<file path="src/rtl/cla_serial_add_ctrl.sv">
// ---------------------------------------------------------------------------
// cla_serial_add_ctrl
//   Wide adder sequencer. One 4-bit carry-look-ahead slice (cla_Adder) is
//   time-multiplexed across NIBBLES slices, least-significant nibble first.
//   The carry is registered between slices. Operands come in and the result
//   goes out over valid/ready handshakes.
//
//   Parameter : NIBBLES (2..16), operand width W = 4*NIBBLES
//   Ports     : clk, rst (sync, active-high)
//               in_valid/in_ready, a[W], b[W], cin   -- operation request
//               out_valid/out_ready, sum[W], cout    -- result
//               ovf                                  -- only with CLA_OVF_FLAG_EN
//   Macro     : CLA_OVF_FLAG_EN adds the signed-overflow flag output ovf.
// ---------------------------------------------------------------------------

// 4-bit carry-look-ahead slice: all carries computed in parallel from g/p.
module cla_Adder (
    input  logic [3:0] A,
    input  logic [3:0] B,
    input  logic       Cin,
    output logic [3:0] S,
    output logic       Cout
);
    logic [3:0] w_g;
    logic [3:0] w_p;
    logic [4:0] w_c;

    assign w_g    = A & B;
    assign w_p    = A ^ B;
    assign w_c[0] = Cin;
    assign w_c[1] = w_g[0] | (w_p[0] & Cin);
    assign w_c[2] = w_g[1] | (w_p[1] & w_g[0]) | (w_p[1] & w_p[0] & Cin);
    assign w_c[3] = w_g[2] | (w_p[2] & w_g[1]) | (w_p[2] & w_p[1] & w_g[0])
                  | (w_p[2] & w_p[1] & w_p[0] & Cin);
    assign w_c[4] = w_g[3] | (w_p[3] & w_g[2]) | (w_p[3] & w_p[2] & w_g[1])
                  | (w_p[3] & w_p[2] & w_p[1] & w_g[0])
                  | (w_p[3] & w_p[2] & w_p[1] & w_p[0] & Cin);
    assign S      = w_p ^ w_c[3:0];
    assign Cout   = w_c[4];
endmodule

module cla_serial_add_ctrl #(
    parameter int NIBBLES = 4
) (
    input  logic                 clk,
    input  logic                 rst,
    input  logic                 in_valid,
    output logic                 in_ready,
    input  logic [4*NIBBLES-1:0] a,
    input  logic [4*NIBBLES-1:0] b,
    input  logic                 cin,
    output logic                 out_valid,
    input  logic                 out_ready,
    output logic [4*NIBBLES-1:0] sum,
    output logic                 cout
`ifdef CLA_OVF_FLAG_EN
    ,
    output logic                 ovf
`endif
);
    localparam int W     = 4 * NIBBLES;
    localparam int IDX_W = $clog2(NIBBLES);
    localparam logic [IDX_W-1:0] LAST = IDX_W'(NIBBLES - 1);

    typedef enum logic [1:0] {IDLE, RUN, DONE} state_t;

    state_t           r_state;
    state_t           w_next;
    logic [IDX_W-1:0] r_idx;
    logic [W-1:0]     r_a;
    logic [W-1:0]     r_b;
    logic [W-1:0]     r_sum;
    logic             r_carry;
    logic             r_cout;
    logic             w_accept;
    logic             w_last;
    logic [IDX_W+1:0] w_lo;      // bit offset of the active nibble
    logic [3:0]       w_s;
    logic             w_co;
`ifdef CLA_OVF_FLAG_EN
    logic             r_ovf;
`endif

    assign in_ready  = (r_state == IDLE) && !rst;
    assign w_accept  = in_valid && in_ready;
    assign w_last    = (r_idx == LAST);
    assign w_lo      = {r_idx, 2'b00};
    assign out_valid = (r_state == DONE);
    assign sum       = r_sum;
    assign cout      = r_cout;
`ifdef CLA_OVF_FLAG_EN
    assign ovf       = r_ovf;
`endif

    cla_Adder u_cla (
        .A    (r_a[w_lo +: 4]),
        .B    (r_b[w_lo +: 4]),
        .Cin  (r_carry),
        .S    (w_s),
        .Cout (w_co)
    );

    always_ff @(posedge clk) begin
        if (rst) r_state <= IDLE;
        else     r_state <= w_next;
    end

    always_comb begin
        w_next = r_state;
        case (r_state)
            IDLE:    if (w_accept)  w_next = RUN;
            RUN:     if (w_last)    w_next = DONE;
            DONE:    if (out_ready) w_next = IDLE;
            default:                w_next = IDLE;
        endcase
    end

    always_ff @(posedge clk) begin
        if (rst) begin
            r_idx   <= '0;
            r_a     <= '0;
            r_b     <= '0;
            r_sum   <= '0;
            r_carry <= 1'b0;
            r_cout  <= 1'b0;
`ifdef CLA_OVF_FLAG_EN
            r_ovf   <= 1'b0;
`endif
        end else begin
            case (r_state)
                IDLE: if (w_accept) begin
                    r_a     <= a;
                    r_b     <= b;
                    r_carry <= cin;
                    r_idx   <= '0;
                    r_sum   <= '0;
                    r_cout  <= 1'b0;
`ifdef CLA_OVF_FLAG_EN
                    r_ovf   <= 1'b0;
`endif
                end
                RUN: begin
                    r_sum[w_lo +: 4] <= w_s;
                    r_carry          <= w_co;
                    if (w_last) begin
                        r_cout <= w_co;
`ifdef CLA_OVF_FLAG_EN
                        // operands share a sign but the result sign differs
                        r_ovf  <= (r_a[W-1] ~^ r_b[W-1]) & (w_s[3] ^ r_a[W-1]);
`endif
                    end else begin
                        r_idx <= r_idx + 1'b1;
                    end
                end
                default: ;  // DONE: result held until released
            endcase
        end
    end
endmodule

</file>
<file path="config.mk">
export PLATFORM = sky130hd
export DESIGN_NAME = cla_serial_add_ctrl
export DESIGN_NICKNAME = d
export VERILOG_FILES = /design/src/rtl/cla_serial_add_ctrl.sv
export SDC_FILE = /design/constraint.sdc
export NUM_CORES = 1
export LEC_CHECK = 0
export ABC_CLOCK_PERIOD_IN_PS = 4940
export BUFFER_PORTS_ARGS = -buffer_cell sky130_fd_sc_hd__buf_2
export CAP_MARGIN = 20
export CORE_MARGIN = 1.5
export CORE_UTILIZATION = 45
export CTS_CLUSTER_DIAMETER = 60
export DETAILED_ROUTE_END_ITERATION = 8
export GPL_TIMING_DRIVEN = 0
export MAX_ROUTING_LAYER = met4
export PLACE_DENSITY = 0.65
export SYNTH_ARGS = -nofsm -noshare
export SYNTH_HDL_FRONTEND = slang
export SYNTH_HIERARCHICAL = 1
export SYNTH_SLANG_ARGS = --single-unit
</file>
<file path="constraint.sdc">
create_clock -name clk -period 4.94 [get_ports clk]
set_clock_uncertainty 0.05 [all_clocks]
set_input_delay 0.741 -clock clk [delete_from_list [all_inputs] [get_ports clk]]
set_output_delay 0.741 -clock clk [all_outputs]
set_load 0.005 [all_outputs]
</file>
# Word-level counts from Yosys, hierarchy flattened
# Cells that the tools add are included.
[classes] reduce_logical=10 n_eq_ne=7 addsub=2 shift=4 mux=15 bitwise=29
[ops] operator="$pmux W16 S2" count=1
[ops] operator="$shiftx A16 B5 Y4" count=2
[ops] operator="$and A1 B1 Y1" count=16
[ops] operator="$bwmux W16" count=1
[ops] operator="$mux W16" count=1
[ops] operator="$shift A4 B6 Y16 const A" count=1
[ops] operator="$shiftx A4 B6 Y16" count=1
[ops] operator="$mux W2" count=5
[ops] operator="$or A1 B1 Y1" count=10
[ops] operator="$reduce_and A3 Y1" count=3
[ops] operator="$xor A4 B4 Y4" count=2
[ops] operator="$ne A2 B2 Y1 const B" count=3
[ops] operator="$neg A4 Y6" count=1
[ops] operator="$pmux W2 S3" count=1
[ops] operator="$and A4 B4 Y4" count=1
[ops] operator="$eq A2 B2 Y1 const B" count=2
[ops] operator="$pmux W1 S2" count=2
[ops] operator="$pmux W2 S2" count=1
[ops] operator="$reduce_and A2 Y1" count=2
[ops] operator="$mux W1" count=3
[ops] operator="$add A2 B1 Y2 const B" count=1
[ops] operator="$eq A2 B1 Y1 const B" count=1
[ops] operator="$logic_and A1 B1 Y1" count=2
[ops] operator="$logic_not A2 Y1" count=1
[ops] operator="3 further kinds" count=3
[totals] ff_bits=54 elab_cells=74 output_inout_bits=19 input_bits=37

# Longest topological paths before layout
# Gate-level depths: netlist (run 1).
[logic_depth] ltp_word=10 mapped_depth=8 mapped_depth_nobuf=7

# Cells and area by module
# The synthesis (run 1) kept the hierarchy.
[modules_own_cells] module="cla_serial_add_ctrl" area_per_inst_um2=2313.5 n_inst=1 seq_area_each_um2=1081.0 cells_each=236
[modules_own_cells] module="cla_Adder" area_per_inst_um2=147.6 n_inst=1 seq_area_each_um2=0.0 cells_each=17

# Least setup slack after synthesis (run 1)
# OpenSTA, ideal clock, no wires.
[synth_timing] path_kind="flip-flop to flip-flop" start="register r_idx[0]" end="register r_carry" path_stages_with_launch=9 period_less_slack_ns=2.560 arrival_time_ns=2.379 n_path_buf=1 required_time_ns=4.759 setup_ns=0.131 setup_slack_ns=2.380 path_cell_list="dfxtp_1 > buf_2 > mux4_2 > ha_1 > a21o_1 > a31o_1 > a21o_1 > a32oi_1 > a21oi_1"
[synth_via] elab_chain_cells=8 word_cells_on_any_way=16 cone_classes="shift: 2; mux: 1; bitwise: 13"
[synth_lines] item="start, declared" line="69" source="logic [IDX_W-1:0] r_idx;"
[synth_lines] item="start signal, assigned" line="152" source="r_idx <= r_idx + 1'b1;"
[synth_lines] item="$shiftx A16 B5 Y4, on equally long branches" line="96, 97"
[synth_lines] item="$xor A4 B4 Y4 or $and A4 B4 Y4 (tied branches)" line="29, 28"
[synth_lines] item="$and A1 B1 Y1, on equally long branches" line="35, 36, 37"
[synth_lines] item="$or A1 B1 Y1 (tied with other cells) (2 in a row)" line="35" source="assign w_c[4] = w_g[3] | (w_p[3] & w_g[2]) | (w_p[3] & w_p[2] & w_g[1])"
[synth_lines] item="$or A1 B1 Y1 or $and A1 B1 Y1 (tied branches)" line="36, 37"
[synth_lines] item="$or A1 B1 Y1 *" line="37" source="| (w_p[3] & w_p[2] & w_p[1] & w_p[0] & Cin);"
[synth_lines] item="net w_co" line="79" source="logic w_co;"
[synth_lines] item="$pmux W1 S2 *" line="130" source="case (r_state)"
[synth_lines] item="end signal, assigned" line="134" source="r_carry <= cin;"
[synth_lines] item="end signal, assigned" line="144" source="r_carry <= w_co;"
[synth_lines] item="end, declared" line="73" source="logic r_carry;"
# Mark *: on every way through the listed nets, which the timed path passes. The rest lies on a longest branch.
# A chain may end at the register's enable or synchronous reset.

# Worst setup path in the final report (run 1)
[layout_timing] start="register r_idx[0]" end="register r_sum[15], in the netlist sum[15]"
[layout_via] elab_chain_cells=10 word_cells_on_any_way=25 cone_classes="add/sub: 1; shift: 4; mux: 2; bitwise: 18"
[layout_lines] item="$shiftx A16 B5 Y4, on equally long branches" line="96, 97"
[layout_lines] item="$xor A4 B4 Y4 or $and A4 B4 Y4 (tied branches)" line="29, 28"
[layout_lines] item="$and A1 B1 Y1, on equally long branches" line="33, 34"
[layout_lines] item="$or A1 B1 Y1 (tied with other cells)" line="33" source="assign w_c[3] = w_g[2] | (w_p[2] & w_g[1]) | (w_p[2] & w_p[1] & w_g[0])"
[layout_lines] item="$or A1 B1 Y1 or $and A1 B1 Y1 (tied branches)" line="33, 34"
[layout_lines] item="$or A1 B1 Y1" line="34" source="| (w_p[2] & w_p[1] & w_p[0] & Cin);"
[layout_lines] item="$xor A4 B4 Y4 *" line="38" source="assign S = w_p ^ w_c[3:0];"
[layout_lines] item="net w_s[3]" line="78" source="logic [3:0] w_s;"
[layout_lines] item="$shiftx A4 B6 Y16 *" line="143" source="r_sum[w_lo +: 4] <= w_s;"
[layout_lines] item="$bwmux W16 *" line="143"
[layout_lines] item="$pmux W16 S2 *" line="130"
[layout_lines] item="end signal, assigned by index" line="143"
[layout_lines] item="end, declared" line="72" source="logic [W-1:0] r_sum;"
# Marks and branches as above.

==> impl_metrics.ini, run 1 <==
[timing]
maxClockFrequency_mhz = 344
tightest_slew_ns = 0.701
finalSetupTns_ns = 0
grt_setup_unrepaired = no
report.final.setup_viol = 0
number_of_endpoints_with_negative_hold_slack_in_the_final_report = 0
fin_crit_ns = 2.91
final_max_slew_viol_count = 0
post-route-period-util_pct = 58.9
slew_margin_rel_pct = 52.8

[cells_and_area]
area.growth.synth_to_final_pct = 18.0
antenna-diode-count = 0
fillers = 509
final_core_util_pct = 55.8
design.final.nets = 363
layout.cells.non_filler = 385
layout-drive-gt1-share_pct = 27.0
fin_area_sq_um = 2900

[critical_path]
rr_worst_depth = 7
cp.arrival_ns = 3.11
cpLargestDelayFamily = compound AO/OA/AOI/OAI gates
critPathBufInv = 1
critical_path.endpoint_type = flip-flop
setup.reg_to_reg.worst_slack_ns = 2.03
critical-path-slowest-cell = mux4_2
worst-path-max-fanout = 10
crit_path_cell_trace = buf_2 > mux4_2 > ha_1 > a21o_1 > a31o_1 > xor2_1 > a22o_1
rr_endpoint = sum[15]
critical_path.max_stage_delay_ns = 0.59
worstPathRequired_ns = 5.14
reg2reg_from = r_idx[0]
start_kind = flip-flop
timing_worst_setup_path_type = reg2reg

[clocking]
clockBufferDepth = 2
clock-sinks = 54
cts_tree = yes
root_cell_of_the_clock_tree = clkbuf_8
post_cts.repair.setup_buffers = 0
cts.htree.levels = 2
cts_resized = 0
cts_made_buffers = 5
clkLatencyLatePin_ns = 0.31
clkSlewWorstSetupHoldPaths_ns = 0.09
ctsHoldBuffers = 0

[synth]
synthArstFlopShare_pct = 0
synth.top_cells.by_count = dfxtp_1, nand2b_1, nand2_1, o21ai_0, a22o_1
synth_most_common_cell = dfxtp_1
post_synth_inst_count = 253
synth.top_cells.by_area = dfxtp_1, nand2b_1, mux4_2
syn_nets = 301
ys_seq_elements = 54
seq_area_frac_synth_pct = 43.9
synth.distinct_cells = 35
ys_warn_count = 6
avgSynthCellArea_sq_um = 9.73
synth-edff-count = 0
synth.top_cell.area_share_pct = 43.9
area_leader_netlist = dfxtp_1
synth-main-ff-cell = dfxtp_1
netlist_area_sq_um = 2460

[place]
place.detailed.hpwl_um = 3930
numPortBuffers = 55
weighted_congestion_reported_at_the_end_of_routability_driven_placement = 0.816
post_dp_cell_area_sq_um = 2820
dp.cells = 378

[drt]
detailedRoute.firstIterationViolations = 71
detail_route.wirelength_um = 5430
routed_via_density = 5.22
antenna_violating_nets_post_route = 0
count_of_vias_placed_by_the_detailed_router = 2011
final_routed_drc_violation_total = 0
routed_wire_length_per_instance_um = 14.1
drt-pass1-iter-count = 4

[grt]
globalRouteOverflowTotal = 0
largest_net_degree_at_the_start_of_global_routing = 16
antenna_violations_before_repair = 0
grt_first_pass_wirelength_um = 8980
grt_pass1_vias = 1881
grt_usage_pct = 19.5

[pwr]
leakage_uw = 0.00123
netSwitchingFraction_pct = 26.8
power.density_cell_area_nw_per_um2 = 289
seq_power_share_pct = 56.2
p_comb_share_pct = 15.6
switching_power_uw = 225
power.ir.vdd_worst_mv = 0.128
power.internal_uw = 615
clockPowerShare_pct = 28.2

[min_path]
worstHoldPathCells = 2
worstHoldPathType = reg2reg
hold-path-endpoint = cout
startpoint_of_the_worst_hold_path = cout

[floorplanning]
die_w_um = 77.0
core_region_area_sq_um = 5200
io_pins = 56
floorplan.die_area_sq_um = 5920
die_height_um = 77.0
placementRows = 26
initial_core_util_pct = 47.3

[job]
cap_violations = 0

[status]
outcome = complete, no violations
==> per-stage QoR <==
stage	setup slack, ns	hold slack [ns]	total power [uW]
2_1_floorplan	2.38	0.396	566
3_3_place_gp	2.04	0.402	611
3_5_place_dp	2.02	0.404	612
4_1_cts	2.02	0.422	842
5_1_grt	1.88	0.441	884
6_report	2.03	0.413	839
==> layout make-up <==
class	count	area, sq um	share of cell area, %
plain buffers	15	65.1	2.24
clock buffers	6	72.6	2.50
clock inverters	1	7.51	0.259
inverters	9	33.8	1.16
multi-input cells	175	1280	44.1
flip-flops and latches	54	1080	37.2
well taps	70	87.6	3.02
repair buffers	55	275	9.48
==> power groups by stage <==
stage | clock (uW) | combinational, uW | sequential, uW
final | 237 | 131 | 472
after global routing | 264 | 145 | 475
after CTS | 239 | 131 | 472
after detailed placement | 0 | 130 | 482
after global placement | 0 | 129 | 482
after floorplan | 0 | 88.1 | 478
==> registers in the layout, indices dropped and copies added (netlist names) <==
name,cells
r_state,2
r_b,16
r_idx,2
sum,16
r_a,16
r_carry,1
cout,1
==> worst max-delay path by stage <==
stage          endpoint  slack (ns)     start  cells after the start
6_report        sum[15]        2.03  r_idx[0]                      7
5_1_grt         sum[15]        1.88  r_idx[0]                      7
4_1_cts         sum[11]        2.02  r_idx[0]                      7
3_5_place_dp    sum[15]        2.02  r_idx[0]                      7
3_3_place_gp    sum[11]        2.04  r_idx[0]                      7
2_1_floorplan   r_carry        2.38  r_idx[0]                      8
==> metal layers <==
layer	GRT usage, %	wire [um]	vias to the layer above
li1	-	-	1009
met1	25.7	2650	957
met2	31.1	2560	39
met3	3.57	183	6
met4	4.44	32	0
met5	-	0	-
==> worst min-delay path, cell delays in order (launching register included) <==
cell,delay [ns]
dfxtp_1,0.32
inv_1,0.05
o41ai_1,0.06
==> kinds of logic (layout without fill, tap and decap cells) <==
| kind of cell | after synthesis | count (layout) | synth area share [%] |
|---|---|---|---|
| adders and majority gates | 11 | 11 | 5.90 |
| AOI/OAI and AO/OA | 64 | 64 | 16.5 |
| xor gates and xnor gates | 3 | 3 | 1.07 |
| muxes | 12 | 12 | 9.15 |
| buffers and inverters | 24 | 86 | 4.02 |
| and+or+nand+nor | 85 | 85 | 19.5 |
| DFF | 54 | 54 | 43.9 |
==> layout by cell type, fill, tap and decap left out, types with 2 or more instances in the layout <==
cell type	instances
mux4_2	8
inv_1	9
clkbuf_1	9
buf_2	62
clkbuf_8	5
nand2_1	34
xnor2_1	2
a21o_1	3
a21oi_1	8
nand2b_1	35
a22o_1	16
nor2_1	2
o21ai_0	32
ha_1	10
dfxtp_1	54
mux2_2	4
nand3_1	2
Note: power is estimated with default switching activity, not from simulation.
==> run 2, diff against run 1 <==
--- a/config.mk
+++ b/config.mk
@@ -5,7 +5,8 @@
 export SDC_FILE = /design/constraint.sdc
 export NUM_CORES = 1
 export LEC_CHECK = 0
-export ABC_CLOCK_PERIOD_IN_PS = 4940
+export ABC_AREA = 1
+export ABC_CLOCK_PERIOD_IN_PS = 2500
 export BUFFER_PORTS_ARGS = -buffer_cell sky130_fd_sc_hd__buf_2
 export CAP_MARGIN = 20
 export CORE_MARGIN = 1.5
@@ -14,7 +15,7 @@
 export DETAILED_ROUTE_END_ITERATION = 8
 export GPL_TIMING_DRIVEN = 0
 export MAX_ROUTING_LAYER = met4
-export PLACE_DENSITY = 0.65
+export PLACE_DENSITY = 0.67
 export SYNTH_ARGS = -nofsm -noshare
 export SYNTH_HDL_FRONTEND = slang
 export SYNTH_HIERARCHICAL = 1
==> constraint.sdc (replaced) <==
create_clock -name clk -period 2.5 [get_ports clk]
set_clock_uncertainty 0.05 [all_clocks]
set_input_delay 0.375 -clock clk [delete_from_list [all_inputs] [get_ports clk]]
set_output_delay 0.375 -clock clk [all_outputs]
set_load 0.005 [all_outputs]
==> run 2 against run 1 <==
  * Core utilization rose by 1.9 points
  * Sequential power rose by 100%
  * Non-clock buffer count rose by 9
  * Critical path depth rose by 6
  * Global-route usage rose by 3.4 points
  * First-iteration DRC count rose by 110%
  * Count of clock-buffer cells in the layout fell by 1
  * Area after synthesis rose by 7.4%
  * Flip-flop and latch count did not move
  * Register-to-register slack got worse by 1.9 ns
  * Synthesized cell count rose by 50%
  * Highest routed layer unchanged
==> impl_metrics.ini, run 2 <==
[critical_path]
timing_worst_setup_path_type = reg2reg
cpLargestDelayFamily = simple AND/OR/NAND/NOR gates
critical_path.max_stage_delay_ns = 0.41
timing.critical_path.depth = 13
worst-path-max-fanout = 10
cp.arrival_ns = 2.55
setup.reg_to_reg.worst_slack_ns = 0.16
worst_setup_path_endpoint = sum[1]
crit_path_cell_trace = inv_2 > buf_6 > o21ai_0 > o22ai_1 > inv_1 > fa_2 > xnor2_2 > nand2_1 > nor2_1 > nand3_1 > nand3_1 > nand2_1 > nor2_1
critical_path.endpoint_type = flip-flop
critPathBufInv = 3
rr_worst_depth = 13
reg2reg_from = r_idx[0]
start_kind = flip-flop
worstPathRequired_ns = 2.71
start_point_of_the_critical_path = r_idx[0]
critical-path-slowest-cell = fa_2
rr_endpoint = sum[1]

[synth]
ys_warn_count = 6
synth.top_cell.area_share_pct = 40.9
area_leader_netlist = dfxtp_1
synthArstFlopShare_pct = 0
synth-main-ff-cell = dfxtp_1
synth.top_cells.by_count = nand3_1, nand2_1, dfxtp_1, nor2_1, a21oi_1
synth.distinct_cells = 24
netlist_area_sq_um = 2640
seq_area_frac_synth_pct = 40.9
synth_most_common_cell = nand3_1
syn_nets = 427
avgSynthCellArea_sq_um = 6.97
ys_seq_elements = 54
synth-edff-count = 0
post_synth_inst_count = 379
synth.top_cells.by_area = dfxtp_1, nand3_1, nand2_1

[grt]
largest_net_degree_at_the_start_of_global_routing = 18
grt_pass1_vias = 2429
grt_usage_pct = 22.9
grt_first_pass_wirelength_um = 11000
globalRouteOverflowTotal = 0
antenna_violations_before_repair = 0

[clocking]
cts_made_buffers = 5
cts_tree = yes
clkSlewWorstSetupHoldPaths_ns = 0.10
clkLatencyLatePin_ns = 0.31
cts.htree.levels = 2
clockBufferDepth = 2
clock-sinks = 54
ctsHoldBuffers = 0
root_cell_of_the_clock_tree = clkbuf_8

[floorplanning]
initial_core_util_pct = 47.4
die_w_um = 79.6
core_region_area_sq_um = 5570
placementRows = 27
floorplan.die_area_sq_um = 6340
io_pins = 56
die_height_um = 79.6

[cells_and_area]
layout-drive-gt1-share_pct = 20.5
fin_area_sq_um = 3210
design.final.nets = 490
antenna-diode-count = 0
most-common-layout-cells = nand3_1, nand2_1, buf_2, dfxtp_1, nor2_1
layout.cells.non_filler = 515
fillers = 571
area.growth.synth_to_final_pct = 21.6
layout_commonest_cell = nand3_1

[job]
cap_violations = 0

[drt]
antenna_violating_nets_post_route = 0
count_of_vias_placed_by_the_detailed_router = 2642
final_routed_drc_violation_total = 0
routed_via_density = 5.13
routed_wire_length_per_instance_um = 12.9
detailedRoute.firstIterationViolations = 152
detail_route.wirelength_um = 6660
drt-pass1-iter-count = 4

[place]
numPortBuffers = 54
post_dp_cell_area_sq_um = 3000
place_worst_setup_slack_ns = -0.349
place.detailed.hpwl_um = 4890
weighted_congestion_reported_at_the_end_of_routability_driven_placement = 0.884
dp.cells = 505

[min_path]
worstHoldPathType = in2reg
startpoint_of_the_worst_hold_path = a[11]

[timing]
maxClockFrequency_mhz = 426
slew_margin_rel_pct = 64.7
report.final.setup_viol = 0
worst_slack_ns = 0.155
grt_setup_unrepaired = no
tightest_slew_ns = 0.524
fin_crit_ns = 2.34
final_max_slew_viol_count = 0
post-route-period-util_pct = 93.8
finalSetupTns_ns = 0
number_of_endpoints_with_negative_hold_slack_in_the_final_report = 0

[pwr]
power.ir.vdd_worst_mv = 0.401
leakage_uw = 0.00153
report.power.total_uw = 2200
power.density_cell_area_nw_per_um2 = 686

[status]
outcome = complete, no violations
-- run 2: cells by family (layout without fill, tap and decap cells) --
kind of cell / after synthesis / after routing / share of synthesized area [%]
buffers and inverters: 41 / 105 / 6.06
and+or+nand+nor: 227 / 227 / 38.3
adders and majority gates: 11 / 11 / 5.49
DFF: 54 / 54 / 40.9
xor gates and xnor gates: 1 / 1 / 0.331
AOI/OAI and AO/OA: 45 / 45 / 8.90
-- run 2: layout make-up --
| type | count | area [sq um] | area share (%) |
|---|---|---|---|
| well taps | 72 | 90.1 | 2.80 |
| clock inverters | 3 | 68.8 | 2.14 |
| plain buffers | 23 | 123 | 3.81 |
| inverters | 18 | 72.6 | 2.26 |
| repair buffers | 56 | 285 | 8.88 |
| multi-input cells | 284 | 1420 | 44.2 |
| clock buffers | 5 | 68.8 | 2.14 |
| flip-flops and latches | 54 | 1080 | 33.7 |
-- run 2: how the worst min path moves through the flow --
stage / cells after the start / end / slack, ns
6_report: 3 / r_a[11] / 0.22
5_1_grt: 3 / r_a[11] / 0.22
4_1_cts: 3 / r_b[7] / 0.21
3_5_place_dp: 2 / r_a[8] / 0.41
3_3_place_gp: 2 / r_b[11] / 0.40
2_1_floorplan: 1 / sum[8] / 0.39
-- run 2: repair_timing --
item | in CTS | in global routing
resized for setup | 11 | 24
pin swaps | 0 | 4
buffers inserted | 0 | 2
setup endpoints to repair | 14 | 10
-- run 2: tightest hold or removal path: stages --
cell and delay, ns:
buf_2 0.07, nand3_1 0.06, nand2_1 0.05
-- run 2: metal layers --
layer / vias to the layer above / GRT usage [%] / part of all wire (%)
met5: - / - / 0
met4: 0 / 7.19 / 1.5
met3: 10 / 3.54 / 5.6
li1: 1392 / - / -
met1: 1170 / 33.0 / 51
met2: 70 / 32.8 / 42
-- run 2: per-stage QoR --
step	util, %	hold slack [ns]
floorplan	-	0.394
global placement	53.9	0.405
detailed placement	53.9	0.409
CTS	56.7	0.215
global route	57.7	0.224
finish	57.7	0.217
-- run 2: where the power goes --
part           leakage (uW)  switching, uW  internal [uW]
logic               0.00102            337            212
clock network     0.0000683            295            401
registers          0.000444           38.6            921
total               0.00153            670           1530
